<file path="config.mk">
export PLATFORM = sky130hd
export DESIGN_NAME = nibble_serial_cla_adder
export DESIGN_NICKNAME = d
export VERILOG_FILES = /design/src/rtl/nibble_serial_cla_adder.sv
export SDC_FILE = /design/constraint.sdc
export NUM_CORES = 1
export LEC_CHECK = 0
export BUFFER_PORTS_ARGS = -buffer_cell sky130_fd_sc_hd__buf_2
export CAP_MARGIN = 25
export CELL_PAD_IN_SITES_DETAIL_PLACEMENT = 1
export CELL_PAD_IN_SITES_GLOBAL_PLACEMENT = 1
export CORE_ASPECT_RATIO = 1.1
export CORE_MARGIN = 4
export CORE_UTILIZATION = 48
export CTS_CLUSTER_DIAMETER = 100
export CTS_CLUSTER_SIZE = 30
export DETAILED_ROUTE_END_ITERATION = 16
export GPL_TIMING_DRIVEN = 0
export HOLD_SLACK_MARGIN = 0.02
export PLACE_DENSITY_LB_ADDON = 0.1
export REMOVE_ABC_BUFFERS = 1
export SYNTH_ARGS = -nofsm -noshare
export SYNTH_HDL_FRONTEND = slang
export SYNTH_SLANG_ARGS = --single-unit
</file>
<file path="constraint.sdc">
create_clock -name clk_i -period 5.1 [get_ports clk_i]
set_input_delay 0.765 -clock clk_i [delete_from_list [all_inputs] [get_ports clk_i]]
set_output_delay 0.765 -clock clk_i [all_outputs]
set_load 0.01 [all_outputs]
</file>
<file path="src/rtl/nibble_serial_cla_adder.sv">
// Nibble-serial adder: one 4-bit carry-lookahead slice is reused across WIDTH/4
// clock cycles, with valid/ready handshakes on both the operand and result sides.
module nibble_serial_cla_adder #(
    parameter int WIDTH = 32
) (
    input  logic             clk_i,
    input  logic             rst_i,
    input  logic [WIDTH-1:0] a_i,
    input  logic [WIDTH-1:0] b_i,
    input  logic             cin_i,
    input  logic             valid_i,
    output logic             ready_o,
    output logic [WIDTH-1:0] sum_o,
    output logic             cout_o,
    output logic             ovf_o,
    output logic             valid_o,
    input  logic             ready_i
);

    localparam int NIB   = WIDTH / 4;
    localparam int IDX_W = (NIB > 1) ? $clog2(NIB) : 1;
    localparam logic [IDX_W-1:0] LAST_IDX = IDX_W'(NIB - 1);

    typedef enum logic [1:0] {
        IDLE = 2'd0,
        RUN  = 2'd1,
        DONE = 2'd2
    } state_t;

    state_t             state_reg, state_next;
    logic [WIDTH-1:0]   a_reg, b_reg, sum_reg;
    logic               carry_reg, cout_reg, ovf_reg;
    logic [IDX_W-1:0]   idx_reg;

    logic [3:0] a_nibs [NIB];
    logic [3:0] b_nibs [NIB];
    logic [3:0] p, g, nib_sum;
    logic [4:0] c;
    logic       last_nib;

    genvar gi;
    generate
        for (gi = 0; gi < NIB; gi++) begin : g_nib_split
            assign a_nibs[gi] = a_reg[4*gi +: 4];
            assign b_nibs[gi] = b_reg[4*gi +: 4];
        end
    endgenerate

    assign p = a_nibs[idx_reg] ^ b_nibs[idx_reg];
    assign g = a_nibs[idx_reg] & b_nibs[idx_reg];

    // Flat two-level lookahead so no carry ripples inside the nibble.
    assign c[0] = carry_reg;
    assign c[1] = g[0] | (p[0] & c[0]);
    assign c[2] = g[1] | (p[1] & g[0]) | (p[1] & p[0] & c[0]);
    assign c[3] = g[2] | (p[2] & g[1]) | (p[2] & p[1] & g[0])
                | (p[2] & p[1] & p[0] & c[0]);
    assign c[4] = g[3] | (p[3] & g[2]) | (p[3] & p[2] & g[1])
                | (p[3] & p[2] & p[1] & g[0]) | (p[3] & p[2] & p[1] & p[0] & c[0]);

    assign nib_sum  = p ^ c[3:0];
    assign last_nib = (idx_reg == LAST_IDX);

    always_comb begin
        state_next = state_reg;
        case (state_reg)
            IDLE:    if (valid_i)  state_next = RUN;
            RUN:     if (last_nib) state_next = DONE;
            DONE:    if (ready_i)  state_next = IDLE;
            default: state_next = IDLE;
        endcase
    end

    always_ff @(posedge clk_i or posedge rst_i) begin
        if (rst_i) begin
            state_reg <= IDLE;
            a_reg     <= '0;
            b_reg     <= '0;
            sum_reg   <= '0;
            carry_reg <= 1'b0;
            idx_reg   <= '0;
            cout_reg  <= 1'b0;
            ovf_reg   <= 1'b0;
        end else begin
            state_reg <= state_next;
            case (state_reg)
                IDLE: begin
                    if (valid_i) begin
                        a_reg     <= a_i;
                        b_reg     <= b_i;
                        carry_reg <= cin_i;
                        idx_reg   <= '0;
                    end
                end
                RUN: begin
                    for (int k = 0; k < NIB; k++) begin
                        if (idx_reg == IDX_W'(k)) sum_reg[4*k +: 4] <= nib_sum;
                    end
                    carry_reg <= c[4];
                    idx_reg   <= idx_reg + IDX_W'(1);
                    if (last_nib) begin
                        cout_reg <= c[4];
                        // Signed overflow: carry into the MSB differs from carry out of it.
                        ovf_reg  <= c[3] ^ c[4];
                    end
                end
                default: ;
            endcase
        end
    end

    assign ready_o = (state_reg == IDLE);
    assign valid_o = (state_reg == DONE);
    assign sum_o   = sum_reg;
    assign cout_o  = cout_reg;
    assign ovf_o   = ovf_reg;

endmodule

</file>
### Word-level counts from Yosys, hierarchy flattened

Cells that the tools add are included.

* flip-flop bits (word level): 104
* output and inout port bits: 36
* input bits: 69

* magnitude comparators: 1
* mux-type cells: 14
* bitwise operators: 31
* reduce and logical (&&, ||, !) cells: 14
* equal/unequal tests: 12
* add/subtract/negate cells: 1

Operators with widths (count)
* binary-select mux 4 bit (select 3 bit): 2
* AND reduction 2 bit: 10
* bitwise AND 1 bit: 16
* two-way mux 4 bit: 4
* equality test 3 bit, second input constant: 4
* OR 1 bit: 10
* bitwise XOR 4 bit: 2
* equality test 3 x 2 -> 1 bit, second input constant: 2
* two-way mux 2 bit: 3
* one-hot mux 2 bit (3 select lines): 1
* one-hot mux 3 bit (2 select lines): 1
* bitwise AND 4 bit: 1
* greater-or-equal comparator 4 bit, second input constant: 1
* != test 2 bit, second input constant: 2
* inverter 3 -> 4 bit: 1
* adder 3 x 1 -> 3 bit, second input constant: 1
* equality test 3 x 1 -> 1 bit, second input constant: 1
* zero test 3 bit: 1
* two-way mux 3 bit: 1
* AND reduction 3 bit: 1
* equality test 2 x 1 -> 1 bit, second input constant: 1
* equality test 2 bit, second input constant: 1
* zero test 2 bit: 1
* != test 2 x 1 -> 1 bit, second input constant: 1
* 4 further kinds: 4

### Logic depth before layout (Yosys ltp)

Gate-level depths: netlist (run 1).

* depth in word-level cells: 11
* mapped depth: 10
* gate-level depth less buffers: 7

### Worst setup path before layout (run 1)

No wires, ideal clock.

* kind: reg2reg
* start point: register idx_reg[0]
* end point: register sum_reg[10] (netlist: sum_o[10])
* setup time: 0.137 ns
* path buffers: 3
* setup slack: 2.621 ns
* stages on the path, launching flop included: 11
* data required time: 4.963 ns
* period minus slack after synthesis: 2.479 ns
* arrival: 2.341 ns
* cells stage by stage: dfrtp_1 > buf_6 > buf_6 > mux4_1 > nand2_1 > nand2_1 > ha_1 > o21ai_0 > buf_2 > nor2_1 > o31ai_1

* cells in the longest elaborated chain, start to end: 9
* elaborated cells between the ends (all ways): 17
* classes of those cells: eq/ne (1); mux (6); bitwise (9); reduce/logical (1)

RTL lines
* start: declaration: RTL line 33 `logic [IDX_W-1:0] idx_reg;`
* start signal: assignment: RTL line 100 `idx_reg <= idx_reg + IDX_W'(1);`
* inverter 3 -> 4 bit (implied by the code): RTL line 49, 50
* binary-select mux 4 bit (select 3 bit): RTL line 49, 50
* two-way mux 4 bit (implied by the code) (2 in a row): RTL line 49, 50
* bitwise XOR 4 bit / bitwise AND 4 bit (equally long branches): RTL line 49, 50
* bitwise AND 1 bit: RTL line 55 `assign c[2] = g[1] | (p[1] & g[0]) | (p[1] & p[0] & c[0]);`
* OR 1 bit / bitwise AND 1 bit (equally long branches): RTL line 55
* OR 1 bit: RTL line 55
* bitwise XOR 4 bit: RTL line 61 `assign nib_sum = p ^ c[3:0];`
* end signal: indexed assignment: RTL line 97 `if (idx_reg == IDX_W'(k)) sum_reg[4*k +: 4] <= nib_sum;`
* end: declaration: RTL line 31 `logic [WIDTH-1:0] a_reg, b_reg, sum_reg;`

Several ways; a longest one is shown, not always the timed one. The select of a mux whose other input is x is not followed.
A chain may end at the register's enable or synchronous reset.

### Final worst setup path (run 1)

* start point: register idx_reg[1]
* end point: register sum_reg[26] (netlist: sum_o[26])

Same word-level chain as after synthesis.

==> flow_summary_export.csv, run 1 <==
group,metric,value,unit
outcome,status,"finished, final reports clean",
synth,ys_seq_elements,104,
placement,pre_cts_slack,1690,ps
cells_and_area,nets,563,
setup_path,crit_slowest_cell,"dfrtp_1",
floorplanning,ios,105,
routing,dr.pass1.iters,4,
clocking,cts_root_buf,"clkbuf_16",
synth,netlist_top_cells_area,"dfrtp_1, mux2_4, mux4_2",
timing,slew_headroom,0.361,
floorplanning,die_h,118,um
timing,timing.final.crit_share,0.676,
synth,yosysSeqAreaShare,0.495,
clocking,cts.sinks,104,
synth,syn-cell-area,5260,um^2
clocking,cts_resized,0,
synth,synth-main-ff-cell,"dfrtp_1",
timing,clock.fmax,290,MHz
setup_path,cp_top_family,"compound AO/OA/AOI/OAI gates",
grt,grt_pass1_wl,20600,um
pwr,p_per_area,771,nW/um^2
synth,syn_avg_cell_area,13.6,um^2
setup_path,path_cells,"mux4_2, nand2_1, nand2_1, ha_1, o21ai_0, buf_4, nor2_1, o31ai_1",
job,maxCapViolations,0,
pwr,power.total,4.77,mW
placement,io_buffer_count,104,
setup_path,worstPathArrival,3680,ps
synth,async_reset_ff_frac,1.00,
clocking,path_clk_slew,70,ps
clocking,post-cts-setup-buffer-count,0,
synth,synthCells,387,
routing,ant_nets,0,
timing,finalCriticalPeriod,3450,ps
timing,rsz0062_at_grt,"no",
placement,dp_hpwl,8630,um
floorplanning,die_width,108,um
setup_path,crit_cells,8,
floorplanning,rows,39,
setup_path,r2r-end,"sum_o[26]",
synth,post-synth-top-count-cell,"dfrtp_1",
timing,setup_violations,0,
cells_and_area,syn_to_final_growth,17.9,%
setup_path,crit_buf_inv,1,
floorplanning,start_util,0.499,
grt,grt_util_all_layers,0.208,
synth,synth_top_cells_by_count,"dfrtp_1, mux2_4, nand2_1",
timing,setup_slack,1650,ps
grt,grt_pass1_vias,3921,
floorplanning,coreArea,10500,um^2
setup_path,ff2ff_path_depth,8,
setup_path,ff2ff_setup_slack,1650,ps
routing,first_iter_violations,117,
min_path,min_from,"sum_o[13]",
setup_path,crit_top_cell,"nand2_1",
cells_and_area,drive_gt1_frac,0.426,
clocking,clock_path_buffers,2,
cells_and_area,diodes,0,
grt,antenna_found_initial,0,
setup_path,start_kind,"flip-flop",
synth,synth_edf_count,0,
timing,setup_tns,0,ps
setup_path,required,5330,ps
synth,ys_warn_count,0,
synth,synthDominantCellAreaShare,0.495,
grt,grt_overflow,0,
clocking,clock_latency,350,ps
timing,hold_viol,0,
cells_and_area,fin_util,0.588,
synth,synth_top_area_cell,"dfrtp_1",
setup_path,crit_fanout,20,
timing,tightestPinTransition,958,ps
pwr,leakagePower,2.96,nW
routing,post_drt_via_cell_ratio,5.51,
setup_path,crit_type,"reg -> reg",
routing,drc,0,
grt,grt_max_degree,58,
synth,synthDistinctLibCells,45,
setup_path,end_kind,"flip-flop",
clocking,ctsHoldBuffers,0,
clocking,cts_buffers,9,
clocking,cts_tree,"yes",
pwr,peakVddDrop,0.308,mV
placement,routabilityCongestion,0.753,
setup_path,cpPeakStageDelay,970,ps
floorplanning,die_area,12700,um^2
timing,final_max_slew_viol_count,0,
routing,routedWlPerCell,19.8,um
routing,wl,12500,um
min_path,hp-class,"reg -> reg",
clocking,cts_max_level,3,
routing,vias,3477,
min_path,holdPathEnd,"sum_o[13]",
min_path,hold_depth,2,
setup_path,r2r-start,"idx_reg[1]",
timing,clock_skew,8.97,ps
timing,hold_ws,476,ps
worst reg2reg max path, cell delays in order, from the launching register on:
cell	delay (ps)
dfrtp_1	970
mux4_2	460
nand2_1	100
nand2_1	80
ha_1	340
o21ai_0	680
buf_4	270
nor2_1	130
o31ai_1	310
cells by family (layout without fill, tap and decap cells):
kind of cell,Yosys count,count (layout),share of synthesized area
fa+ha+maj,11,11,0.0276
buf+inv,33,134,0.0386
compound gates,48,48,0.0598
simple gates,99,99,0.103
flops,104,104,0.495
xor+xnor,1,1,0.00167
mux,91,91,0.275
power by group:
part	internal [mW]	total, mW	switching [mW]
registers	1.24	1.56	0.323
clock network	0.396	0.715	0.319
logic	1.17	2.50	1.33
layout by cell type (no fill, tap or decap), drive strengths merged, types with 4 or more instances in the layout:
master    n
clkbuf   10
mux2     64
o211ai    7
inv       8
nand2    50
o21ai    19
buf     109
clkinv    4
o31ai    10
nand4     8
ha       10
nor2      5
nand3     9
dfrtp   104
mux2i    11
mux4     16
per-layer routing:
metal | GRT usage | routed length [um] | share of wire
met5 | 0 | 0 | 0
met2 | 0.353 | 6470 | 0.52
met1 | 0.263 | 5220 | 0.42
met3 | 0.0389 | 558 | 0.045
met4 | 0.0758 | 223 | 0.018
per-stage QoR:
| stage | cells | instance area [um^2] |
|---|---|---|
| 2_1_floorplan | 363 | 5090 |
| 3_5_place_dp | 615 | 5890 |
| 3_3_place_gp | 610 | 5790 |
| 4_1_cts | 631 | 6190 |
| 6_report | 631 | 6190 |
| 5_1_grt | 631 | 6190 |
how the worst max path moves through the flow:
stage | start | end | slack (ps)
final | idx_reg[1] | sum_o[26] | 1650
after global routing | idx_reg[2] | sum_o[26] | 1370
after CTS | idx_reg[0] | sum_o[26] | 1610
after detailed placement | idx_reg[0] | sum_o[10] | 1690
after global placement | rst_i | a_reg[22] | 400
after floorplan | state_reg[0] | b_reg[24] | 1340
layout make-up:
cell class / instances / area, um^2
fill: 1124 / 4350
sequential: 104 / 2600
multi-input combinational: 250 / 2450
timing repair buffer: 109 / 618
clock buffer: 10 / 239
tap: 143 / 179
clock inverter: 6 / 67.6
inverter: 9 / 36.3
(Power assumes the default switching activity.)
==> inputs of run 2 (changes only) <==
CORE_UTILIZATION = 45   (was 48)
clock period = 3.5 ns   (was 5.1 ns; I/O delays follow)
==> flow_summary_export.csv, run 2 (synthesis results as in run 1) <==
group,metric,value,unit
cells_and_area,drive_gt1_frac,0.425,
cells_and_area,syn_to_final_growth,17.8,%
grt,grt_overflow,0,
grt,grt_max_degree,65,
setup_path,crit_fanout,13,
clocking,cts_tree,"yes",
floorplanning,start_util,0.459,
grt,grt_pass1_wl,20100,um
routing,routedWlPerCell,18.9,um
setup_path,start_kind,"flip-flop",
floorplanning,ios,105,
placement,io_buffer_count,104,
clocking,clock_path_buffers,2,
clocking,cts_max_level,3,
floorplanning,die_width,111,um
timing,tightestPinTransition,961,ps
grt,grt_pass1_vias,3803,
timing,clock_skew,8.62,ps
setup_path,required,3740,ps
routing,drc,0,
timing,setup_violations,0,
clocking,cts_root_buf,"clkbuf_16",
cells_and_area,diodes,0,
job,maxCapViolations,0,
timing,final_max_slew_viol_count,0,
routing,dr.pass1.iters,4,
cells_and_area,layout_common_cells,"buf_2, dfrtp_1, mux2_4",
timing,clock.fmax,313,MHz
setup_path,worstPathArrival,3440,ps
cells_and_area,final_common_cell,"buf_2",
placement,place_area,5880,um^2
setup_path,end_kind,"flip-flop",
floorplanning,rows,41,
clocking,clock_latency,340,ps
cells_and_area,fin_util,0.541,
timing,finalCriticalPeriod,3200,ps
cells_and_area,final_cell_area,6190,um^2
setup_path,crit_type,"reg -> reg",
placement,dp_hpwl,8570,um
timing,setup_tns,0,ps
floorplanning,coreArea,11400,um^2
routing,first_iter_violations,164,
routing,wl,12000,um
placement,routabilityCongestion,0.726,
routing,vias,3429,
outcome,status,"finished, final reports clean",
floorplanning,die_h,121,um
pwr,p_per_area,1120,nW/um^2
pwr,leakagePower,2.95,nW
routing,post_drt_via_cell_ratio,5.38,
clocking,post-cts-setup-buffer-count,0,
routing,ant_nets,0,
timing,slew_headroom,0.360,
pwr,peakVddDrop,0.447,mV
min_path,hp-class,"in -> async",
placement,dp_cells,622,
cells_and_area,final_cells,637,
timing,hold_viol,0,
cells_and_area,nets,563,
timing,rsz0062_at_grt,"no",
timing,timing.final.crit_share,0.913,
clocking,cts.sinks,104,
floorplanning,die_area,13500,um^2
grt,grt_util_all_layers,0.186,
clocking,path_clk_slew,70,ps
grt,antenna_found_initial,0,
clocking,cts_buffers,9,
==> run 2: changes by cell type in the layout (fill, tap and decap cells not counted), moves of 2 or more <==
cell	previous run	this run
clkinvlp_4	2	0
clkbuf_1	0	2
buf_2	104	106
buf_4	2	0
==> run 2: power by group <==
group | switching [mW] | internal [mW] | total (mW) | leakage (nW)
Sequential | 0.480 | 1.80 | 2.28 | 1.26
Clock | 0.432 | 0.622 | 1.05 | 0.149
Combinational | 1.93 | 1.66 | 3.59 | 1.54
Total | 2.84 | 4.09 | 6.93 | 2.95
==> run 2: path summary, 6_finish.rpt <==
| check | startpoint | endpoint | slack (ps) | depth (start not counted) |
|---|---|---|---|---|
| min in group clk_i | ready_i | state_reg[1] | 390 | 2 |
| min | rst_i | b_reg[16] | 230 | 2 |
| max reg2reg | idx_reg[0] | sum_o[18] | 300 | 7 |
| max in group asynchronous | rst_i | idx_reg[2] | 2560 | 3 |
| min reg2reg | sum_o[17] | sum_o[17] | 480 | 2 |
| max | idx_reg[0] | sum_o[18] | 300 | 7 |
==> run 2: repair_timing <==
item	in CTS	in global routing
pin swaps	0	0
endpoints found under the hold margin	0	0
setup endpoints to repair	8	13
gates resized for setup	1	2
gates cloned	0	0
hold buffers	0	0
==> run 2: worst max-delay path, cell delays in order, from the launching register on <==
cell and delay [ps]:
dfrtp_1 820, mux4_1 650, nand2_1 100, nand2_1 70, ha_1 320, a211oi_2 520
nor2_1 290, o31ai_1 310
==> run 2: cell type report <==
type / count / area (um^2)
clock buffer: 11 / 233
clock inverter: 4 / 70.1
fill: 1205 / 5250
inverter: 9 / 36.3
multi-input combinational: 250 / 2460
sequential: 104 / 2600
tap: 150 / 188
timing repair buffer: 109 / 601
==> run 2: metrics by stage <==
stage	setup WS [ps]	total power, mW	hold WS, ps
3_3_place_gp	-987	5.77	455
3_5_place_dp	-131	5.92	466
4_1_cts	1.82	7.02	246
5_1_grt	27.2	7.47	276
6_report	303	6.93	229
2_1_floorplan	-261	4.72	473
==> run 2: layer usage <==
metal | track usage | share of wire
met5 | 0 | 0
met4 | 0.0395 | 0.011
met3 | 0.0404 | 0.043
met2 | 0.317 | 0.50
met1 | 0.246 | 0.44
